### src/rtl/clock_ctrl.sv
// Front-panel sequencer for the clock module: debounced mode/step/resume buttons, halt latch, manual pulses.
// Define CLOCK_CTRL_BURST_EN to let one step request emit burst_len pulses.
module clock_ctrl #(
   parameter int DEBOUNCE_CYCLES = 16,
   parameter int PULSE_WIDTH     = 4
) (
   input  logic       clk,
   input  logic       rst_n,
   input  logic       mode_btn,
   input  logic       step_btn,
   input  logic       resume_btn,
   input  logic       cpu_hlt,
   input  logic [7:0] burst_len,
   output logic       select,
   output logic       mpulse,
   output logic       hlt,
   output logic       busy,
   output logic [7:0] step_cnt
);

   localparam int CW = (DEBOUNCE_CYCLES > 1) ? $clog2(DEBOUNCE_CYCLES) : 1;
   localparam int TW = (PULSE_WIDTH > 1) ? $clog2(PULSE_WIDTH) : 1;
   localparam logic [CW-1:0] DB_LAST = CW'(DEBOUNCE_CYCLES - 1);
   localparam logic [TW-1:0] PW_LAST = TW'(PULSE_WIDTH - 1);

   typedef enum logic [2:0] {
      S_RUN,
      S_STEP_IDLE,
      S_PULSE_HI,
      S_PULSE_LO,
      S_HALTED
   } state_t;

   logic [2:0]    btn_raw;
   logic [2:0]    sync_p0;
   logic [2:0]    sync_p1;
   logic [2:0]    db_lvl;
   logic [2:0]    btn_evt;
   logic [CW-1:0] db_cnt [3];
   logic          hlt_q;
   logic          hlt_edge;
   logic          mode_evt;
   logic          step_evt;
   logic          resume_evt;

   state_t        state;
   state_t        nxt;
   logic          mode_r;
   logic          nxt_mode;
   logic [TW-1:0] tmr;
   logic          tmr_done;
   logic          hlt_pend;
   logic [7:0]    burst_rem;

   assign btn_raw    = {resume_btn, step_btn, mode_btn};
   assign mode_evt   = btn_evt[0];
   assign step_evt   = btn_evt[1];
   assign resume_evt = btn_evt[2];
   assign hlt_edge   = cpu_hlt & ~hlt_q;
   assign tmr_done   = (tmr == PW_LAST);

   // Stage p0/p1: two-flop synchronizer, then per-button stability counter
   always_ff @(posedge clk or negedge rst_n) begin
      if (!rst_n) begin
         sync_p0 <= '0;
         sync_p1 <= '0;
         db_lvl  <= '0;
         btn_evt <= '0;
         hlt_q   <= 1'b0;
         for (int i = 0; i < 3; i++) begin
            db_cnt[i] <= '0;
         end
      end else begin
         sync_p0 <= btn_raw;
         sync_p1 <= sync_p0;
         hlt_q   <= cpu_hlt;
         for (int i = 0; i < 3; i++) begin
            btn_evt[i] <= 1'b0;
            if (sync_p1[i] == db_lvl[i]) begin
               db_cnt[i] <= '0;
            end else if (db_cnt[i] == DB_LAST) begin
               // Level accepted on the Nth consecutive differing sample; only 0->1 is an event.
               db_lvl[i]  <= sync_p1[i];
               db_cnt[i]  <= '0;
               btn_evt[i] <= sync_p1[i];
            end else begin
               db_cnt[i] <= db_cnt[i] + 1'b1;
            end
         end
      end
   end

   always_comb begin
      nxt      = state;
      nxt_mode = mode_r;
      case (state)
         S_RUN: begin
            if (hlt_edge) begin
               nxt = S_HALTED;
            end else if (mode_evt) begin
               nxt      = S_STEP_IDLE;
               nxt_mode = 1'b0;
            end
         end
         S_STEP_IDLE: begin
            if (hlt_edge) begin
               nxt = S_HALTED;
            end else if (mode_evt) begin
               nxt      = S_RUN;
               nxt_mode = 1'b1;
            end else if (step_evt) begin
               nxt = S_PULSE_HI;
            end
         end
         S_PULSE_HI: begin
            // A halt seen during the high phase waits for the pulse to finish.
            if (tmr_done) begin
               nxt = (hlt_pend || hlt_edge) ? S_HALTED : S_PULSE_LO;
            end
         end
         S_PULSE_LO: begin
            if (hlt_edge) begin
               nxt = S_HALTED;
            end else if (tmr_done) begin
               if (burst_rem != 8'd0) begin
                  nxt = S_PULSE_HI;
               end else if (hlt_pend) begin
                  nxt = S_HALTED;
               end else begin
                  nxt = S_STEP_IDLE;
               end
            end
         end
         S_HALTED: begin
            if (mode_evt) begin
               nxt_mode = ~mode_r;
            end
            if (resume_evt) begin
               nxt = nxt_mode ? S_RUN : S_STEP_IDLE;
            end
         end
         default: nxt = S_STEP_IDLE;
      endcase
   end

   // Stage p2: state and registered outputs, all derived from the next state
   always_ff @(posedge clk or negedge rst_n) begin
      if (!rst_n) begin
         state    <= S_STEP_IDLE;
         mode_r   <= 1'b0;
         select   <= 1'b0;
         mpulse   <= 1'b0;
         hlt      <= 1'b0;
         busy     <= 1'b0;
         step_cnt <= 8'd0;
         tmr      <= '0;
         hlt_pend <= 1'b0;
      end else begin
         state  <= nxt;
         mode_r <= nxt_mode;
         select <= nxt_mode;
         mpulse <= (nxt == S_PULSE_HI);
         hlt    <= (nxt == S_HALTED);
         busy   <= (nxt == S_PULSE_HI) || (nxt == S_PULSE_LO);

         if ((nxt != state) || !((state == S_PULSE_HI) || (state == S_PULSE_LO))) begin
            tmr <= '0;
         end else begin
            tmr <= tmr + 1'b1;
         end

         if ((nxt == S_PULSE_HI) && (state != S_PULSE_HI)) begin
            step_cnt <= step_cnt + 8'd1;
         end

         if (nxt == S_HALTED) begin
            hlt_pend <= 1'b0;
         end else if ((state == S_PULSE_HI) && hlt_edge) begin
            hlt_pend <= 1'b1;
         end
      end
   end

`ifdef CLOCK_CTRL_BURST_EN
   // Count holds pulses still owed after the one being entered, so load is len-1.
   always_ff @(posedge clk or negedge rst_n) begin
      if (!rst_n) begin
         burst_rem <= 8'd0;
      end else if (nxt == S_HALTED) begin
         burst_rem <= 8'd0;
      end else if ((state == S_STEP_IDLE) && (nxt == S_PULSE_HI)) begin
         burst_rem <= (burst_len == 8'd0) ? 8'd0 : (burst_len - 8'd1);
      end else if ((state == S_PULSE_LO) && (nxt == S_PULSE_HI)) begin
         burst_rem <= burst_rem - 8'd1;
      end
   end
`else
   logic unused_burst_len;
   assign unused_burst_len = ^burst_len;
   assign burst_rem        = 8'd0;
`endif

endmodule

### config.mk
export PLATFORM = sky130hd
export DESIGN_NAME = clock_ctrl
export DESIGN_NICKNAME = d
export VERILOG_FILES = /design/src/rtl/clock_ctrl.sv
export SDC_FILE = /design/constraint.sdc
export NUM_CORES = 1
export LEC_CHECK = 0
export ABC_CLOCK_PERIOD_IN_PS = 3400
export CAP_MARGIN = 30
export CORE_ASPECT_RATIO = 0.75
export CORE_MARGIN = 2
export CORE_UTILIZATION = 57
export CTS_CLUSTER_DIAMETER = 80
export DETAILED_ROUTE_END_ITERATION = 8
export PLACE_DENSITY = 0.81
export SYNTH_ARGS = -nofsm -noshare
export SYNTH_HDL_FRONTEND = slang
export SYNTH_SLANG_ARGS = --single-unit
### constraint.sdc
create_clock -name clk -period 3.4 [get_ports clk]
set_input_delay 0.68 -clock clk [delete_from_list [all_inputs] [get_ports clk]]
set_output_delay 0.68 -clock clk [all_outputs]
set_load 0.05 [all_outputs]
# ---- Word-level counts from Yosys, hierarchy flattened
# Index checks and enable logic that the tools add are counted.
dict set report classes {
  n_addsub 5
  eq_ne 20
  mux 35
  bitwise 6
  n_reduce_logical 14
}
# op count
set ops {}
lappend ops {{$mux 3} 11}
lappend ops {{$mux 4} 6}
lappend ops {{$mux 1} 15}
lappend ops {{$pmux 3 s5} 1}
lappend ops {{$add 4x1->4 const B} 3}
lappend ops {{$eq 3x2->1 const B} 4}
lappend ops {{$eq 4x4->1 const B} 3}
lappend ops {{$add 8x1->8 const B} 1}
lappend ops {{$ne 2x2->1 const B} 4}
lappend ops {{$eq 3x3->1 const B} 2}
lappend ops {{$reduce_and 2->1} 3}
lappend ops {{$not 1->1} 5}
lappend ops {{$reduce_and 5->1} 1}
lappend ops {{$logic_or 1x1->1} 4}
lappend ops {{$eq 1x1->1} 3}
lappend ops {{$eq 3x1->1 const B} 1}
lappend ops {{$logic_not 3->1} 1}
lappend ops {{$ne 3x2->1 const B} 1}
lappend ops {{$ne 3x3->1} 1}
lappend ops {{$pmux 1 s3} 1}
lappend ops {{$reduce_bool 3->1} 1}
lappend ops {{$add 2x1->2 const B} 1}
lappend ops {{$eq 2x2->1 const B} 1}
lappend ops {{$logic_and 1x1->1} 2}
lappend ops {{other kinds (4)} 4}
dict set report word_totals {
  register_bits 43
  in_bits 14
}

# ---- Logic depth before layout (Yosys ltp)
dict set report logic_depth {
  ltp_word 9
  mapped_depth 6
  depth_no_buf 5
}

# ---- Least setup slack after synthesis
# Ideal clock, no wire load.
dict set report synth_path {
  path_type {in2reg}
  start {in cpu_hlt}
  end {reg tmr[1]}
  setup_time_ns 0.140
  arrival_ns 1.556
  required_ns 3.260
  setup_slack_ns 1.704
  path_stages 5
  n_path_buf 1
  path_cell_list {nor2b_1 -> clkbuf_1 -> o21ai_0 -> a211oi_2 -> nor4bb_1}
}
dict set report synth_between {
  elab_chain_len 8
  elab_cells_between_ends 11
  cone_classes {eq/ne: 1; mux: 7; bitwise: 1; reduce/logical: 2}
}
# element line_no
set synth_rtl {}
lappend synth_rtl {{start: declaration} 12} ;# input logic cpu_hlt,
lappend synth_rtl {{$and 1x1->1 (*)} 59} ;# assign hlt_edge = cpu_hlt & ~hlt_q;
lappend synth_rtl {{$logic_or 1x1->1} 118} ;# nxt = (hlt_pend || hlt_edge) ? S_HALTED : S_PULSE_LO;
lappend synth_rtl {{$mux 3} 118}
lappend synth_rtl {{$mux 3} 117} ;# if (tmr_done) begin
lappend synth_rtl {{$pmux 3 s5 (*)} 96} ;# case (state)
lappend synth_rtl {{$ne 3x3->1 (*)} 166} ;# if ((nxt != state) || !((state == S_PULSE_HI) || (state == S_PULSE_LO))) begin
lappend synth_rtl {{$logic_or 1x1->1 (*)} 166}
lappend synth_rtl {{$mux 2 (*)} 166}
lappend synth_rtl {{end signal: assignment} 169} ;# tmr <= tmr + 1'b1;
lappend synth_rtl {{end: declaration} 50} ;# logic [TW-1:0] tmr;
# Mark *: on every way between the ends. The rest lies on a longest branch, timed or not.
# A chain may end at the register's enable or synchronous reset.

# ---- Worst setup path after layout
dict set report layout_path {
  start {reg step_cnt[2]}
  end {out step_cnt[2]}
}
# element line_no
set layout_rtl {}
lappend layout_rtl {{start: declaration} 18} ;# output logic [7:0] step_cnt
lappend layout_rtl {{start signal: assignment} 173} ;# step_cnt <= step_cnt + 8'd1;
# No word-level cell between the ends.

==> impl_results.md <==
* Sw Ratio at 26.1%
* Worst setup path start: step_cnt[2]
* Die Ht at between 50 and 60 um
* Synth warn at 0
* Iter 0 DRT Violations at 91
* Port Buffer Count at 17
* Wirelength, routed at 3010 um
* Clk Tree Root Cell: clkbuf_8
* Final period utilization at 66.8%
* Peak Freq at 441 MHz
* Starting Density at 61.0%
* Clock period minus worst slack at 2.27 ns
* Clk pin slew, worst setup/hold paths at 0.08 ns
* # Post-CTS Setup Buffers at 0
* Detail Route Antenna Nets at 0
* CP endpoint kind: output port
* Slew HR at 39.7%
* Clk buf depth at 2
* Distinct cell type count after synthesis at 36
* Drt pass-1 iters at 6
* Main combinational cell family by area after synthesis: simple AND/OR/NAND/NOR gates
* Fraction of layout cells with a size suffix above 1 at a little under a tenth
* Ys async rst share at 100%
* Fin. Hold Viols at 0
* Pwr per Cell Area at 507 mW/mm2
* Synth Flop Type: dfrtp_1
* Rows at 17
* Nets at between 150 and 200
* Largest stage delay, worst path at about 0.85 ns
* WHS Path Cells at 0
* Initial antenna violation count at 0
* Via density at 5.57
* Status: complete, no violations
* EDFF count, synth at 0
* RSZ-0062 raised after global routing: no
* Post-synthesis mux area share at about 2.5%
* Slew @ Worst Pin at 0.905 ns
* CTS tree: done
* DRC Markers at 0
* CP required at about 2.7 ns
* Worst R2R Start: state[0]
* # resized after CTS at 0
* Area share of the largest cell type after synthesis at 57.5%
* Seq cells post-synth at 43
* IO Count at 26
* H-tree lvl count at 2
* Pre-CTS setup slack at between 0.9 and 1 ns
* R2R Setup Slk at 1.66 ns
* Sequential area share after synthesis at 58.9%
* Levels on crit path at 1
* Setup crit start kind: flop
* Adder-cell share of the synthesized area at 3.42%
* GRT Total Usage at 18.9%
* Max Clock Skew at 0.00406 ns
* Setup tns final at 0 ns
* Worst Hold Class: flop to flop
* Cell area after synthesis at between 0.0015 and 0.002 mm2
* Syn Area/Cell at 12.2 um2
* Delay-heaviest family, CP: buffers and inverters
* WS Path Type: flop to output port
* Comb power frac at 13.0%
* Num CTS Buffers at 5
* Worst Setup EP: step_cnt[2]
* Worst Path Max Fanout at 7
* Clk pwr share at 32.7%
* Cell breakdown of the critical path: clkdlybuf4s50_1
* Final setup fails at 0
* Layout fillers at 209
* RR Endpoint: tmr[1]
* Post-synth top area cell: dfrtp_1
* LEAKAGE at 0.938 nW
* Die width at 69.4 um
* Clock Sinks at 43
* Max-cap violations at 0
* Post-layout util at 70.2%
* # diodes at 0
* Routed vias at 1159
* Vias in the first global route at 1175
* P&R area growth vs syn at 15.2%
* Buffer and inverter count on the worst path at 1
* Tot Pwr at 1.07 mW
* Top cells by area, synth: dfrtp_1 (57%), xnor2_1 (6.2%), ha_1 (3.4%), nor3b_1 (2.9%), a21oi_1 (2.5%)
* Cell Int Power at 790 uW
* DP Wirelength at 2150 um
* Data arrival time of the worst path at 1.59 ns
* Die ar. at between 0.003 and 0.004 mm2
* Slowest cell on crit path: clkdlybuf4s50_1
* Max VDD drop at ~0.00031 V
* First-pass GRT wire length at around 5300 um
* Switch Pwr at 278 uW
* Sequential share of power at 54.3%
* Synth Area in XOR/XNOR at 6.71%
* Later-pin clock latency in the skew report at 0.28 ns
* Worst Slack Setup Final at 1.13 ns
* Register-to-Register Path Depth at 4
* DR WL/cell at 14.5 um
* Hold buffers post-CTS at 0
* Core area at around 0.003 mm2
* Slew Viols, Final at 0
* Syn nets at 169
* GR Overflow Total at 0
* Cells after synthesis at 150
* Largest net degree at the start of global routing at 44
* RePlAce Congestion at 0.812
* Post-synthesis simple-gate area fraction at 16.6%
* Compound-cell area share of the yosys netlist at 8.56%
[logic make-up after synthesis]
family,after synthesis
buffers and inverters,11
adders and majority gates,5
DFF,43
muxes,4
AOI/OAI and AO/OA,24
xor gates and xnor gates,14
and+or+nand+nor,49
[Yosys cell counts, types with 3 or more instances]
| library cell | n |
|---|---|
| dfrtp_1 | 42 |
| xnor2_1 | 13 |
| a21oi_1 | 9 |
| nor2_1 | 9 |
| nor3b_1 | 7 |
| inv_1 | 6 |
| o21ai_0 | 6 |
| ha_1 | 5 |
| nand3_1 | 5 |
| nor2b_1 | 5 |
| mux2_2 | 4 |
| nand2b_1 | 4 |
| clkbuf_1 | 3 |
| nand2_1 | 3 |
| nand4_1 | 3 |
| nand4b_1 | 3 |
[how the worst min path moves through the flow]
stage / slack [ns] / startpoint / endpoint
after floorplan: 0.33 / sync_p0[0] / sync_p1[0]
after global placement: 0.33 / sync_p0[0] / sync_p1[0]
after detailed placement: 0.34 / sync_p0[1] / sync_p1[1]
after CTS: 0.36 / sync_p0[1] / sync_p1[1]
after global routing: 0.37 / sync_p0[1] / sync_p1[1]
final: 0.36 / sync_p0[1] / sync_p1[1]
[per-stage QoR]
stage                     hold slack (ns)  instances  instance area, um2
after global routing                0.371        208                2110
after global placement              0.334        200                2000
final                               0.360        208                2110
after CTS                           0.360        208                2110
after floorplan                     0.331        150                1830
after detailed placement            0.341        200                2000
[per-layer routing]
metal  routed length [um]  global-route usage (%)  vias to the layer above
met4                   32                    7.84                        0
li1                     -                       -                      569
met3                  110                    5.14                        4
met2                 1440                    32.7                       22
met5                    0                       0                        -
met1                 1430                    22.8                      564
[worst reg2reg max path, stage by stage, from the launching register on]
cell and delay, ns:
dfstp_2 0.61, nor2b_1 0.18, and4_1 0.43, a211oi_2 0.13
nor4bb_1 0.28
[state kept, by name, summed over array words and instances (netlist names)]
name / cells
btn_evt: 3
busy: 1
db_cnt: 12
db_lvl: 3
hlt: 1
hlt_pend: 1
hlt_q: 1
mode_r: 1
mpulse: 1
state: 3
step_cnt: 8
sync_p0: 3
sync_p1: 3
tmr: 2
[area by class of cell]
| cell class | count | area, um2 | area share [%] |
|---|---|---|---|
| Clock buffer | 7 | 96.3 | 4.58 |
| Clock inverter | 1 | 7.51 | 0.357 |
| Inverter | 6 | 22.5 | 1.07 |
| Multi-Input combinational cell | 96 | 689 | 32.7 |
| Sequential cell | 43 | 1080 | 51.2 |
| Tap cell | 38 | 47.5 | 2.26 |
| Timing Repair Buffer | 17 | 165 | 7.84 |
[power by group through the flow]
stage / Clock, mW / Sequential, mW / Combinational (mW)
after CTS: 0.356 / 0.578 / 0.139
after floorplan: 0 / 0.588 / 0.112
after detailed placement: 0 / 0.588 / 0.137
final: 0.349 / 0.580 / 0.139
after global placement: 0 / 0.586 / 0.131
after global routing: 0.377 / 0.586 / 0.152
[cell usage in the layout (no fill, tap or decap), types with 2 or more instances in the layout]
| master | netlist | layout |
|---|---|---|
| nand4b_1 | 3 | 3 |
| inv_1 | 6 | 6 |
| a21oi_1 | 9 | 9 |
| clkbuf_8 | 0 | 7 |
| nand3_1 | 5 | 5 |
| and3_1 | 2 | 2 |
| nor3b_1 | 7 | 7 |
| and4_1 | 2 | 2 |
| dfrtp_1 | 42 | 42 |
| nand2b_1 | 4 | 4 |
| ha_1 | 5 | 5 |
| nand2_1 | 3 | 3 |
| clkdlybuf4s50_1 | 0 | 16 |
| o32ai_1 | 2 | 2 |
| mux2_2 | 4 | 4 |
| nor2_1 | 9 | 9 |
| o21ai_0 | 6 | 6 |
| xnor2_1 | 13 | 13 |
| nor2b_1 | 5 | 5 |
| nand4_1 | 3 | 3 |
Note: power is estimated with default switching activity, not from simulation.
